===== src/rtl/riscv_pkg.sv =====
// Shared RISC-V decode constants: base opcodes and the immediate format codes
// carried alongside each extended immediate.
package riscv_pkg;

    localparam logic [6:0] OP_LOAD   = 7'b0000011;
    localparam logic [6:0] OP_IMM    = 7'b0010011;
    localparam logic [6:0] OP_JALR   = 7'b1100111;
    localparam logic [6:0] OP_FENCE  = 7'b0001111;
    localparam logic [6:0] OP_IMM32  = 7'b0011011;
    localparam logic [6:0] OP_STORE  = 7'b0100011;
    localparam logic [6:0] OP_BRANCH = 7'b1100011;
    localparam logic [6:0] OP_LUI    = 7'b0110111;
    localparam logic [6:0] OP_AUIPC  = 7'b0010111;
    localparam logic [6:0] OP_JAL    = 7'b1101111;
    localparam logic [6:0] OP_SYSTEM = 7'b1110011;
    localparam logic [6:0] OP_REG    = 7'b0110011;
    localparam logic [6:0] OP_REG32  = 7'b0111011;

    typedef enum logic [2:0] {
        FMT_NONE = 3'd0,
        FMT_I    = 3'd1,
        FMT_S    = 3'd2,
        FMT_B    = 3'd3,
        FMT_U    = 3'd4,
        FMT_J    = 3'd5,
        FMT_Z    = 3'd6
    } imm_fmt_t;

endpackage


===== src/rtl/imm_extend_pipe_if.sv =====
// Instruction-in / immediate-out handshake bundle; slave is the immediate
// generator's view, master is the upstream/downstream environment's view.
interface imm_extend_pipe_if #(parameter int XLEN = 32);

    logic [31:0]     instr_i;
    logic            in_valid_i;
    logic            in_ready_o;
    logic [XLEN-1:0] imm_o;
    logic [2:0]      fmt_o;
    logic            err_o;
    logic            out_valid_o;
    logic            out_ready_i;

    modport slave (
        input  instr_i, in_valid_i, out_ready_i,
        output in_ready_o, imm_o, fmt_o, err_o, out_valid_o
    );

    modport master (
        output instr_i, in_valid_i, out_ready_i,
        input  in_ready_o, imm_o, fmt_o, err_o, out_valid_o
    );

endinterface


===== src/rtl/imm_extend_pipe_imm_decode.sv =====
// Combinational immediate decoder: opcode -> format, raw immediate assembly and
// extension to XLEN bits. Unknown opcodes report err with a zero immediate.
module imm_decode
    import riscv_pkg::*;
#(
    parameter int XLEN = 32
) (
    input  logic [31:0]     i_instr,
    output logic [XLEN-1:0] o_imm,
    output imm_fmt_t        o_fmt,
    output logic            o_err
);

    logic [6:0] w_opc;

    assign w_opc = i_instr[6:0];

    // Every signed format is first widened to 32 bits, then replicated to XLEN.
    function automatic logic [XLEN-1:0] sext32(input logic signed [31:0] v);
        logic signed [XLEN-1:0] w;
        w = XLEN'(v);
        return w;
    endfunction

    function automatic logic [XLEN-1:0] zext5(input logic [4:0] v);
        return XLEN'(v);
    endfunction

    always_comb begin
        o_imm = '0;
        o_fmt = FMT_NONE;
        o_err = 1'b0;
        case (w_opc)
            OP_LOAD, OP_IMM, OP_JALR, OP_FENCE: begin
                o_fmt = FMT_I;
                o_imm = sext32(32'($signed(i_instr[31:20])));
            end
            OP_IMM32: begin
                if (XLEN == 64) begin
                    o_fmt = FMT_I;
                    o_imm = sext32(32'($signed(i_instr[31:20])));
                end else begin
                    o_err = 1'b1;
                end
            end
            OP_STORE: begin
                o_fmt = FMT_S;
                o_imm = sext32(32'($signed({i_instr[31:25], i_instr[11:7]})));
            end
            OP_BRANCH: begin
                o_fmt = FMT_B;
                o_imm = sext32(32'($signed({i_instr[31], i_instr[7], i_instr[30:25],
                                            i_instr[11:8], 1'b0})));
            end
            OP_LUI, OP_AUIPC: begin
                o_fmt = FMT_U;
                o_imm = sext32($signed({i_instr[31:12], 12'b0}));
            end
            OP_JAL: begin
                o_fmt = FMT_J;
                o_imm = sext32(32'($signed({i_instr[31], i_instr[19:12], i_instr[20],
                                            i_instr[30:21], 1'b0})));
            end
            OP_SYSTEM: begin
                // CSR immediate forms carry a 5-bit unsigned uimm in the rs1 field.
                if (i_instr[14]) begin
                    o_fmt = FMT_Z;
                    o_imm = zext5(i_instr[19:15]);
                end
            end
            OP_REG: begin
                o_fmt = FMT_NONE;
            end
            OP_REG32: begin
                if (XLEN != 64) begin
                    o_err = 1'b1;
                end
            end
            default: begin
                o_err = 1'b1;
            end
        endcase
    end

endmodule


===== src/rtl/imm_extend_pipe.sv =====
// Immediate generator with a single valid/ready output register; accepts one
// instruction per cycle and presents the decoded immediate one cycle later.
module imm_extend_pipe
    import riscv_pkg::*;
#(
    parameter int XLEN = 32
) (
    input  logic              clk,
    input  logic              rst_n,
    imm_extend_pipe_if.slave  bus
);

    logic [XLEN-1:0] w_imm_p0;
    imm_fmt_t        w_fmt_p0;
    logic            w_err_p0;
    logic            w_in_ready;
    logic            w_load;

    logic [XLEN-1:0] r_imm_p1;
    imm_fmt_t        r_fmt_p1;
    logic            r_err_p1;
    logic            r_vld_p1;

    imm_decode #(.XLEN(XLEN)) u_decode (
        .i_instr (bus.instr_i),
        .o_imm   (w_imm_p0),
        .o_fmt   (w_fmt_p0),
        .o_err   (w_err_p0)
    );

    // Ready looks through the register so a drain and a load can share a cycle.
    assign w_in_ready = !r_vld_p1 || bus.out_ready_i;
    assign w_load     = bus.in_valid_i && w_in_ready;

    // p0 -> p1: decoded word captured into the output register
    always_ff @(posedge clk) begin
        if (!rst_n) begin
            r_vld_p1 <= 1'b0;
            r_imm_p1 <= '0;
            r_fmt_p1 <= FMT_NONE;
            r_err_p1 <= 1'b0;
        end else if (w_load) begin
            r_vld_p1 <= 1'b1;
            r_imm_p1 <= w_imm_p0;
            r_fmt_p1 <= w_fmt_p0;
            r_err_p1 <= w_err_p0;
        end else if (bus.out_ready_i) begin
            r_vld_p1 <= 1'b0;
        end
    end

    assign bus.in_ready_o  = w_in_ready;
    assign bus.out_valid_o = r_vld_p1;
    assign bus.imm_o       = r_imm_p1;
    assign bus.fmt_o       = r_fmt_p1;
    assign bus.err_o       = r_err_p1;

endmodule


===== src/flat_wrapper.sv =====
// flat-port wrapper written by rule: the top's interface ports become plain ports
module imm_extend_pipe_flat import riscv_pkg::*;
#(
    parameter int XLEN = 32
)
  (clk, rst_n, bus_instr_i, bus_in_valid_i, bus_out_ready_i, bus_in_ready_o, bus_imm_o, bus_fmt_o, bus_err_o, bus_out_valid_o);
  imm_extend_pipe_if #(.XLEN(XLEN)) bus_i ();
  input  logic clk;
  input  logic rst_n;
  input wire logic [$bits(bus_i.instr_i)-1:0] bus_instr_i;
  input wire logic [$bits(bus_i.in_valid_i)-1:0] bus_in_valid_i;
  input wire logic [$bits(bus_i.out_ready_i)-1:0] bus_out_ready_i;
  output wire logic [$bits(bus_i.in_ready_o)-1:0] bus_in_ready_o;
  output wire logic [$bits(bus_i.imm_o)-1:0] bus_imm_o;
  output wire logic [$bits(bus_i.fmt_o)-1:0] bus_fmt_o;
  output wire logic [$bits(bus_i.err_o)-1:0] bus_err_o;
  output wire logic [$bits(bus_i.out_valid_o)-1:0] bus_out_valid_o;
  assign bus_i.instr_i = bus_instr_i;
  assign bus_i.in_valid_i = bus_in_valid_i;
  assign bus_i.out_ready_i = bus_out_ready_i;
  assign bus_in_ready_o = bus_i.in_ready_o;
  assign bus_imm_o = bus_i.imm_o;
  assign bus_fmt_o = bus_i.fmt_o;
  assign bus_err_o = bus_i.err_o;
  assign bus_out_valid_o = bus_i.out_valid_o;
  imm_extend_pipe #(.XLEN(XLEN)) u_core (.clk(clk), .rst_n(rst_n), .bus(bus_i));
endmodule

===== config.mk =====
export PLATFORM = sky130hd
export DESIGN_NAME = imm_extend_pipe_flat
export DESIGN_NICKNAME = d
export VERILOG_FILES = /design/src/rtl/riscv_pkg.sv /design/src/rtl/imm_extend_pipe_if.sv /design/src/rtl/imm_extend_pipe_imm_decode.sv /design/src/rtl/imm_extend_pipe.sv /design/src/flat_wrapper.sv
export SDC_FILE = /design/constraint.sdc
export NUM_CORES = 1
export LEC_CHECK = 0
export ABC_AREA = 1
export CAP_MARGIN = 0
export CELL_PAD_IN_SITES_DETAIL_PLACEMENT = 1
export CELL_PAD_IN_SITES_GLOBAL_PLACEMENT = 2
export CORE_MARGIN = 8
export CORE_UTILIZATION = 22
export CTS_CLUSTER_DIAMETER = 40
export DETAILED_ROUTE_END_ITERATION = 10
export PLACE_DENSITY = 0.86
export SLEW_MARGIN = 20
export SYNTH_ARGS = -nofsm -noshare
export SYNTH_HDL_FRONTEND = slang
export SYNTH_SLANG_ARGS = --single-unit

===== constraint.sdc =====
create_clock -name clk -period 1.3 [get_ports clk]
set_input_delay 0.13 -clock clk [delete_from_list [all_inputs] [get_ports clk]]
set_output_delay 0.13 -clock clk [all_outputs]
set_load 0.05 [all_outputs]

Word-level counts from Yosys, hierarchy flattened --
Index checks and enable logic that the tools add are counted.
Cells by class: add/subtract/negate cells 0, $mul 0, div/mod/pow operators 0, order comparisons 0, equal/unequal tests 11, shift operators 0, multiplexer cells 7, bitwise operators 0, reduce and logical (&&, ||, !) cells 7
Operator list (number):
- 32-bit one-hot mux with 6 select lines | 1
- 7-bit equality test (second input constant) | 4
- 7-bit by 6-bit equality test with 1-bit output (second input constant) | 3
- 3-bit one-hot mux with 6 select lines | 1
- 7-bit by 5-bit equality test with 1-bit output (second input constant) | 2
- 11-bit OR reduction | 1
- 7-bit by 2-bit equality test with 1-bit output (second input constant) | 1
- 7-bit by 4-bit equality test with 1-bit output (second input constant) | 1
- 5-bit 2-to-1 mux | 1
- 4-bit OR reduction | 1
- 1-bit 2-to-1 mux | 3
- 3-bit 2-to-1 mux | 1
- 2-bit nonzero test | 1
- 2-bit OR reduction | 1
- 1-bit logical AND | 1
- 1-bit zero test | 1
- 1-bit logical OR | 1
Word-level totals: bits in registers 37, latch bits 0, bits in writable memories 0, memory bits (read-only) 0, input bits 36, output and inout port bits 38, word-level logic and storage cells 29, memories 0

Longest topological paths before layout --
word-level depth 4, mapped depth 11

By module --
Synthesis repeated with hierarchy kept, for this count alone.
Unflattened totals: cell total of the unflattened synthesis 430, area total of the unflattened synthesis 2576.2 sq um
Modules (own cells, without submodules):
- imm_extend_pipe | instances 1, cells an instance 241, area an instance 1671.6 sq um, seq. area each 740.7 sq um
- imm_decode | instances 1, cells an instance 189, area an instance 904.6 sq um, seq. area each 0.0 sq um

Least setup slack after synthesis --
Ideal clock, no wire load.
path kind register -> register, start reg u_core.r_vld_p1, in the netlist u_core.bus.out_valid_o, end reg u_core.r_imm_p1[18], in the netlist u_core.bus.imm_o[18], data arrival time 1.934 ns, setup slack -0.704 ns, cell stages (with the launch flop) 7, path buffers 2, period minus slack after synthesis 2.004 ns, cells stage by stage dfxtp_1 > nand2_1 > nand2_1 > buf_2 > clkbuf_1 > nand2_1 > a21oi_2
Between the ends: cells in the longest elaborated chain, start to end 3
RTL lines:
- start: declaration | RTL line imm_extend_pipe.sv:22 | logic r_vld_p1;
- start signal: assignment | RTL line imm_extend_pipe.sv:38 | r_vld_p1 <= 1'b0;
- start signal: assignment | RTL line imm_extend_pipe.sv:43 | r_vld_p1 <= 1'b1;
- start signal: assignment | RTL line imm_extend_pipe.sv:48 | r_vld_p1 <= 1'b0;
- 1-bit zero test | RTL line imm_extend_pipe.sv:32 | assign w_in_ready = !r_vld_p1 || bus.out_ready_i;
- 1-bit logical OR | RTL line imm_extend_pipe.sv:32
- named net bus_in_ready_o | RTL line flat_wrapper.sv:13 | output wire logic [$bits(bus_i.in_ready_o)-1:0] bus_in_ready_o;
- 1-bit logical AND | RTL line imm_extend_pipe.sv:33 | assign w_load = bus.in_valid_i && w_in_ready;
- end signal: assignment | RTL line imm_extend_pipe.sv:44 | r_imm_p1 <= w_imm_p0;
- end: declaration | RTL line imm_extend_pipe.sv:19 | logic [XLEN-1:0] r_imm_p1;
The timed path passes the listed nets, and every way through them passes these cells. A chain may end at the register's enable or synchronous reset.

Worst setup path after layout --
start in bus_instr_i[1], end reg u_core.r_imm_p1[13], in the netlist u_core.bus.imm_o[13]
Between the ends: cells in the longest elaborated chain, start to end 3, elaborated cells on any way between the ends 13, classes of those cells eq/ne: 10; mux: 1; reduce/logical: 2
RTL lines:
- start: declaration | RTL line flat_wrapper.sv:10 | input wire logic [$bits(bus_i.instr_i)-1:0] bus_instr_i;
- 7-bit by 2-bit equality test with 1-bit output, or another cell as far along | RTL line imm_extend_pipe_imm_decode.sv:33 | case (w_opc)
- 4-bit OR reduction or 2-bit OR reduction (tied branches) | RTL line imm_extend_pipe_imm_decode.sv:33
- 32-bit one-hot mux with 6 select lines * | RTL line imm_extend_pipe_imm_decode.sv:33
Mark *: on every way between the ends. The rest lies on a longest branch, timed or not.

==> flow_summary.toml <==
[outcome]
status = "finished clean"

[clocking]
cts_hold_buf = 0
cts_max_level = 2
cts_tree = "done"
cts_buffers = 5
cts-root-buf = "clkbuf_8"
clk_latency_ns = 0.29
clk_pin_slew_worst_paths_ns = 0.07
clk_path_buf_depth = 2
cts.sinks = 37

[routing]
drc = 0
dr.pass1.iters = 4
wire_per_inst_um = 14.8
detail_route.iter0.violations = 93
vias_per_cell = 4.46
antenna_left = 0
routed_wirelength_um = 7670
vias = 2308

[cells_and_area]
multi_input_area_um2 = 1220
fin_area_um2 = 3700
area_delta_synth_final_pct = 84.7
regArea_um2 = 744
final_layout_size_suffix_gt1_share_pct = 32.0
n_fill_cell = 1079
post-route-util_pct = 41.0
num_antenna_cells = 0
layout.nets = 441

[global_route]
gr-usage-all-layers_pct = 12.0
grt_max_degree = 38
grt_pass1_vias = 2456
antenna_found_initial = 0
overflow = 0
grt_pass1_wl_um = 12600

[synth]
avgSynthCellArea_um2 = 6.47
synthDominantCellAreaShare_pct = 37.0
yosys-top-cells-area = "dfxtp_1, nand2_1, a21oi_1"
ys_ff_latch = 37
synth_nets = 346
async_flop_share_pct = 0
synth_area_leader_cell = "dfxtp_1"
ys_types = 23
yosysSeqAreaShare_pct = 37.0
ys_dominant_reg_cell = "dfxtp_1"
syn_area_um2 = 2000
synthTopCellsByCount = "nand2_1, dfxtp_1, a21oi_1"
synth_most_common_cell = "nand2_1"
synthCells = 310
synth_edf_count = 0
yosysWarnings = 0

[setup_path]
endpoint_kind = "register"
crit_type = "in2reg"
r2r_end = "u_core.bus.fmt_o[1]"
crit_fanout = 6
cp_common_cell = "nand2_4"
reg2reg_from = "u_core.bus.out_valid_o"
worstRegToRegCells = 5
crit_required_ns = 1.47
cp_top_family = "simple AND/OR/NAND/NOR gates"
cp_slowest_stage_delay_ns = 0.24
r2r_slack_ns = 0.12
slowest_stage = "dlygate4sd2_1"
arrival_ns = 1.39
path_buf_inv = 3
worstSetupStartpointType = "primary input"
crit_chain = "dlygate4sd2_1 -> nand2_2 -> inv_2 -> nand2_4 -> nand2_2 -> nand2_4 -> nand3_2 -> nand2_4 -> clkbuf_16 -> nand2_1 -> nand2_1 -> a21oi_1"

[timing]
setup_violations = 0
tightest_slew_ns = 0.260
slew_headroom_pct = 82.6
clock_skew_ns = 0.00414
fin_crit_sh_pct = 94.2
final-hold-violation-count = 0
fin_crit_ns = 1.22
rsz0062_at_grt = "yes"
slew_viol_final = 0
fmax_mhz = 817

[worst_hold_path]
min-delay-start = "bus_instr_i[6]"
hp-class = "in2reg"
hold_path_end = "u_core.bus.fmt_o[2]"
hold_path_depth = 4

[floorplanning]
io_pins = 74
fp.dieW_um = 111
num_rows = 35
die_area_um2 = 12400
initial_core_util_pct = 22.2
die_h_um = 111
fp.coreArea_um2 = 9020

[pwr]
ir_worst_vdd_v = 0.000383
power_density_nw_per_um2 = 739
totalPowerFinal_mw = 2.73
p_leak_nw = 1.65

[placed_design]
dpl_cell_area_um2 = 3400
hpwl_um = 5820
gp_congestion = 0.849
numPortBuffers = 73

[run]
drv_cap = 0
==> logic make-up (layout without fill, tap and decap cells) <==
kind of cell / after synthesis / after routing / share of synthesized area (%)
compound gates: 51 / 51 / 14.8
buf+inv: 34 / 130 / 7.86
flops: 37 / 37 / 37.0
simple gates: 188 / 188 / 40.4
==> metal layers <==
metal	share of wire (%)	GRT usage, %	vias to the layer above
met5	0	0	-
met4	1.9	4.18	0
met3	3.6	2.53	10
met2	53	21.7	42
met1	42	13.6	1077
li1	-	-	1179
==> area by class of cell <==
class / count / area share [%]
timing repair buffer: 104 / 38.1
tap: 111 / 3.75
clock buffer: 7 / 2.33
sequential: 37 / 20.1
clock inverter: 1 / 0.811
multi-input combinational: 239 / 33.0
inverter: 18 / 1.93
==> timing repair <==
| action | CTS | global route |
|---|---|---|
| buffers inserted | 3 | 1 |
| gates cloned | 1 | 2 |
| resized for setup | 25 | 26 |
| setup endpoints to repair | 35 | 24 |
| pin swaps | 10 | 13 |
==> power by group <==
group / switching [mW] / leakage (nW) / total (mW) / internal [mW]
combinational: 0.278 / 1.29 / 0.523 / 0.245
clock: 0.416 / 0.0585 / 1.04 / 0.626
sequential: 0.0207 / 0.299 / 1.17 / 1.15
total: 0.715 / 1.65 / 2.73 / 2.02
==> flip-flops by register name, summed over array words and instances, names as in the netlist <==
register,flops
u_core.bus.err_o,1
u_core.bus.fmt_o,3
u_core.bus.imm_o,32
u_core.bus.out_valid_o,1
==> tightest hold or removal path, delay by kind of cell <==
kind / cells / cell delay, ns
compound gates: 2 / 0.21
simple gates: 1 / 0.22
buf+inv: 1 / 0.14
==> stage by stage <==
stage	TNS, ns	setup WS (ns)	hold slack, ns	instances
global route	-0.159	-0.0346	0.468	517
floorplan	0	0.0340	0.293	310
global placement	-13.23	-0.482	0.494	502
finish	0	0.0757	0.462	517
detailed placement	-14.62	-0.493	0.497	502
CTS	0	0.0751	0.468	514
==> layout by cell type (no fill, tap or decap) <==
cell type and count:
nand3_1 19, nand2_1 120, dlygate4sd2_1 3, nor2_2 3
nor2_4 6, inv_1 11, nor3_4 1, nand2_8 1
nand4_1 5, clkinv_2 1, dfxtp_4 1, clkbuf_8 6
clkbuf_16 1, a21oi_1 30, dfxtp_1 36, clkbuf_2 3
nand2_2 8, buf_16 1, buf_6 3, a21oi_2 16
nand3_2 4, o21ai_1 2, nand3_4 1, buf_12 41
clkdlybuf4s15_1 1, inv_2 5, clkdlybuf4s50_1 28, inv_4 1
o21ai_0 3, clkbuf_1 1, bufinv_16 1, buf_4 22
nand2_4 3, nor2_1 16, buf_2 1, and3_1 1
==> worst max-delay path by stage <==
| stage | start | endpoint | slack, ns | depth (start not counted) |
|---|---|---|---|---|
| global placement | bus_instr_i[4] | u_core.bus.imm_o[31] | -0.48 | 10 |
| CTS | bus_instr_i[2] | u_core.bus.imm_o[6] | 0.08 | 11 |
| detailed placement | bus_instr_i[6] | u_core.bus.imm_o[13] | -0.49 | 9 |
| global route | bus_instr_i[4] | u_core.bus.imm_o[26] | -0.03 | 11 |
| floorplan | u_core.bus.out_valid_o | u_core.bus.imm_o[18] | 0.03 | 6 |
| finish | bus_instr_i[1] | u_core.bus.imm_o[13] | 0.08 | 12 |
(Power assumes the default switching activity.)
